--- src/rtl/security_lane_arbiter.sv ---
// Lane scheduler: one scanner shared by regular/staff/VIP queues; grant registered one cycle after request, period SCAN_CYCLES+2.
// Define LANE_PARITY_CHECK_EN to treat odd parity of the latched bag byte as a scanner alarm; requests simply wait while busy.
module security_lane_arbiter #(
   parameter int SCAN_CYCLES  = 8,
   parameter int STARVE_LIMIT = 3,
   parameter int CNT_W        = 8
) (
   input  logic             clk,
   input  logic             reset,
   input  logic [2:0]       req,
   input  logic [7:0]       baggage_data,
   input  logic             scan_alarm,
   input  logic             clear,
   output logic [2:0]       grant,
   output logic             scanner_en,
   output logic [7:0]       scanner_data,
   output logic             busy,
   output logic [1:0]       state,
   output logic [3:0]       light,
   output logic [CNT_W-1:0] served_count,
   output logic [3:0]       alarm_count
);

   localparam logic [1:0] IDLE    = 2'b00;
   localparam logic [1:0] SCAN    = 2'b01;
   localparam logic [1:0] HOLD    = 2'b10;
   localparam logic [1:0] RELEASE = 2'b11;

   logic [1:0] state_r;
   logic [1:0] next_state;
   logic [7:0] timer;
   logic [3:0] starve;
   logic [2:0] winner;
   logic       alarm_hit;
   logic       scan_done;
   logic       en_next;
   logic       busy_next;
   logic [3:0] light_next;

   assign state     = state_r;
   assign scan_done = (state_r == SCAN) && (timer == 8'd0);

`ifdef LANE_PARITY_CHECK_EN
   assign alarm_hit = scan_alarm | (^scanner_data);
`else
   assign alarm_hit = scan_alarm;
`endif

   // Starved regular queue overrides the fixed VIP > staff > regular order.
   always_comb begin
      winner = 3'b000;
      if (req[0] && (starve >= 4'(STARVE_LIMIT)))
         winner = 3'b001;
      else if (req[2])
         winner = 3'b100;
      else if (req[1])
         winner = 3'b010;
      else if (req[0])
         winner = 3'b001;
   end

   always_comb begin
      next_state = state_r;
      case (state_r)
         IDLE:    if (req != 3'b000) next_state = SCAN;
         SCAN:    if (scan_done) next_state = alarm_hit ? HOLD : RELEASE;
         HOLD:    if (clear) next_state = RELEASE;
         RELEASE: next_state = IDLE;
         default: next_state = IDLE;
      endcase
   end

   // Status outputs are decoded from next_state so they are registered alongside the state.
   always_comb begin
      en_next    = (next_state == SCAN);
      busy_next  = (next_state != IDLE);
      light_next = 4'b0001 << next_state;
   end

   always_ff @(posedge clk) begin
      if (!reset) begin
         state_r    <= IDLE;
         scanner_en <= 1'b0;
         busy       <= 1'b0;
         light      <= 4'b0001;
      end else begin
         state_r    <= next_state;
         scanner_en <= en_next;
         busy       <= busy_next;
         light      <= light_next;
      end
   end

   always_ff @(posedge clk) begin
      if (!reset) begin
         grant        <= 3'b000;
         scanner_data <= 8'h00;
         timer        <= 8'd0;
         starve       <= 4'd0;
         served_count <= '0;
         alarm_count  <= 4'd0;
      end else begin
         case (state_r)
            IDLE: begin
               if (req != 3'b000) begin
                  grant        <= winner;
                  scanner_data <= baggage_data;
                  timer        <= 8'(SCAN_CYCLES - 1);
                  if (winner == 3'b001)
                     starve <= 4'd0;
                  else if (req[0] && (starve != 4'd15))
                     starve <= starve + 4'd1;
               end
            end
            SCAN: begin
               if (timer != 8'd0)
                  timer <= timer - 8'd1;
               else if (alarm_hit && (alarm_count != 4'd15))
                  alarm_count <= alarm_count + 4'd1;
            end
            RELEASE: begin
               served_count <= served_count + CNT_W'(1);
               grant        <= 3'b000;
            end
            default: ;
         endcase
      end
   end

endmodule

--- config.mk ---
export PLATFORM = sky130hd
export DESIGN_NAME = security_lane_arbiter
export DESIGN_NICKNAME = d
export VERILOG_FILES = /design/src/rtl/security_lane_arbiter.sv
export SDC_FILE = /design/constraint.sdc
export NUM_CORES = 1
export LEC_CHECK = 0
export CAP_MARGIN = 10
export CORE_ASPECT_RATIO = 1.4
export CORE_MARGIN = 2
export CORE_UTILIZATION = 39
export CTS_BUF_LIST = sky130_fd_sc_hd__clkbuf_16
export CTS_CLUSTER_DIAMETER = 150
export DETAILED_ROUTE_END_ITERATION = 6
export PLACE_DENSITY = 0.69
export SYNTH_ARGS = -nofsm -noshare
export SYNTH_HDL_FRONTEND = slang
export SYNTH_SLANG_ARGS = --single-unit
--- constraint.sdc ---
create_clock -name clk -period 2.3 [get_ports clk]
set_clock_uncertainty 0.1 [all_clocks]
set_input_delay 0.46 -clock clk [delete_from_list [all_inputs] [get_ports clk]]
set_output_delay 0.46 -clock clk [all_outputs]
set_load 0.01 [all_outputs]
==> flow_summary.json <==
{
  "drive_above_1_share_pct": 7.11,
  "syn_inst": 203,
  "synth_area_per_cell_um2": 8.86,
  "dpl.cell_count": 307,
  "slew_headroom_pct": 63.9,
  "hold_viol_final": 0,
  "nNetsFinal": 271,
  "synth_top_flop_cell": "dfxtp_1",
  "crit_family": "buffers and inverters",
  "grt_util_all_layers_pct": 15.9,
  "grt_first_pass_wirelength_um": 6300,
  "diodes": 0,
  "max-cap-violations": 0,
  "grt_max_degree": 14,
  "cts.clk_slew.worst_paths_ns": 0.06,
  "worstMarginPinSlew_ns": 0.540,
  "routed_wl_um": 3750,
  "pre_cts_slack_ns": 0.103,
  "power_density_mw_per_mm2": 799,
  "rsz0062_at_grt": "no",
  "synth_warnings": 0,
  "yosysUniqueCellTypes": 39,
  "critPathKind": "reg -> out",
  "yosysSeqAreaShare_pct": 47.8,
  "clk_latency_ns": 0.28,
  "power_mw": 1.99,
  "cp.required_ns": 1.74,
  "worst-path-max-fanout": 11,
  "clk_path_buf_depth": 2,
  "maxSlewViolCount": 0,
  "synth_area_mm2": 0.00180,
  "vias_per_cell": 5.03,
  "min_period_ns": 2.00,
  "fmax_mhz": 501,
  "regToRegSetupSlack_ns": 0.34,
  "fin_area_mm2": 0.00249,
  "drt-pass1-iter-count": 4,
  "ys_seq_elements": 43,
  "status": "finished clean",
  "die_area_mm2": 0.00518,
  "endpoint_kind": "output pin",
  "io-pin-count": 46,
  "ant_nets": 0,
  "timing.final.ws_setup_ns": 0.304,
  "hold_path_class": "reg -> reg",
  "power.leakage_nw": 0.994,
  "cts_root_buf": "clkbuf_16",
  "initial_core_util_pct": 40.0,
  "path_cells": "clkdlybuf4s50_1",
  "core_area_mm2": 0.00450,
  "drc": 0,
  "cp-start-kind": "flip-flop",
  "grt_pass1_vias": 1438,
  "multi_input_area_um2": 886,
  "fillCellCount": 444,
  "setup_viol": 0,
  "cts_num_sinks": 43,
  "final_cells": 315,
  "ys_async_sr_fraction_pct": 0,
  "grt_antenna_before_repair": 0,
  "fin_hold_ws_ns": 0.352,
  "cts_made_buffers": 5,
  "place.gp.congestion": 0.810,
  "grt.overflow.total": 0,
  "port-buffer-count": 45,
  "synth_edf_count": 0,
  "htreeDepth": 2,
  "slowest_stage": "clkdlybuf4s50_1",
  "finish.utilization_pct": 55.4,
  "crit_buf_inv": 1,
  "area_growth_pct": 38.5,
  "fp.dieW_um": 61.4,
  "postSynthNetCount": 222,
  "via_count": 1583,
  "postCtsSetupBuffers": 0,
  "initialDrtViolationCount": 24,
  "wl_per_cell_um": 11.9,
  "cts_resized": 0,
  "place.detailed.hpwl_um": 2750,
  "cp.arrival_ns": 1.44,
  "final.setup.tns_ns": 0,
  "dpl-instance-area_mm2": 0.00233,
  "rows": 29,
  "peakVddDrop_mv": 0.512,
  "die_h_um": 84.4,
  "cts_tree": "yes",
  "seq_area_um2": 861,
  "critical-path-max-stage-delay_ns": 0.61,
  "finalCritPeriodShare_pct": 86.8,
  "hold_buffers": 0
}
## Yosys cell counts (3+ instances only)
cell | number | area (um2)
dfxtp_1 | 43 | 861
nand2_1 | 29 | 109
nor2_1 | 19 | 71.3
a21oi_1 | 16 | 80.1
nand3_1 | 8 | 40.0
nor3_1 | 7 | 35.0
xor2_1 | 7 | 61.3
and3_1 | 6 | 37.5
inv_1 | 6 | 22.5
nand4_1 | 5 | 31.3
clkbuf_1 | 4 | 15.0
ha_1 | 4 | 50.1
nor2b_1 | 4 | 25.0
or3_1 | 4 | 25.0
a211oi_1 | 3 | 22.5
and2_1 | 3 | 18.8
buf_2 | 3 | 15.0
nand2b_1 | 3 | 18.8
xnor2_1 | 3 | 26.3
## worst reg2reg max path, stage by stage (launching register included)
cell	delay (ns)
dfxtp_1	0.33
inv_1	0.06
ha_1	0.20
nor4b_2	0.48
a21oi_2	0.23
nand3_1	0.13
mux2_2	0.33
## routing by layer
| metal | track usage [%] | wire [um] |
|---|---|---|
| met5 | 0 | 0 |
| met4 | 6.96 | 80 |
| met3 | 4.78 | 187 |
| met2 | 26.0 | 1910 |
| met1 | 18.6 | 1570 |
## area by class of cell
class | instances | area share, %
clock buffer | 5 | 5.02
timing repair buffer | 49 | 19.3
inverter | 6 | 0.904
multi-input combinational | 147 | 35.6
clock inverter | 3 | 1.56
sequential | 43 | 34.6
tap | 62 | 3.11
## power by group
group          internal (mW)  leakage [nW]  switching, mW
Combinational          0.183         0.561          0.182
Clock                  0.506        0.0812          0.273
Sequential             0.803         0.352         0.0432
Total                   1.49         0.994          0.498
## cell families after synthesis
logic type                 count (synthesis)  synth area share, %
and+or+nand+nor                          101                 30.0
DFF                                       43                 47.8
AOI/OAI and AO/OA                         29                 9.81
buffers and inverters                     13                 2.92
xor gates and xnor gates                  10                 4.87
adders and majority gates                  4                 2.78
muxes                                      3                 1.74
## layout by cell type, fill, tap and decap left out, types with 5 or more instances in the layout
master and count:
nor3_1 7, xor2_1 7, nand3_1 8, nand2_1 29, clkbuf_16 5, dfxtp_1 43, inv_1 6, clkdlybuf4s50_1 45
a21oi_1 16, and3_1 6, nand4_1 5, nor2_1 19
## flip-flops by register name, indices dropped and copies added (netlist names)
signal	cells
served_count	8
starve	4
scanner_data	8
timer	8
state	2
busy	1
scanner_en	1
alarm_count	4
grant	3
light	4
## path summary, 6_finish.rpt
kind                                   to  cells past startpoint                    startpoint
max                              state[1]                      1           state[1]$_SDFF_PN0_
min          scanner_data[2]$_SDFFE_PN0P_                      2  scanner_data[2]$_SDFFE_PN0P_
max reg2reg         timer[7]$_SDFFE_PN0P_                      6         timer[0]$_SDFFE_PN0P_
min reg2reg  scanner_data[2]$_SDFFE_PN0P_                      2  scanner_data[2]$_SDFFE_PN0P_
Note: power is estimated with default switching activity, not from simulation.
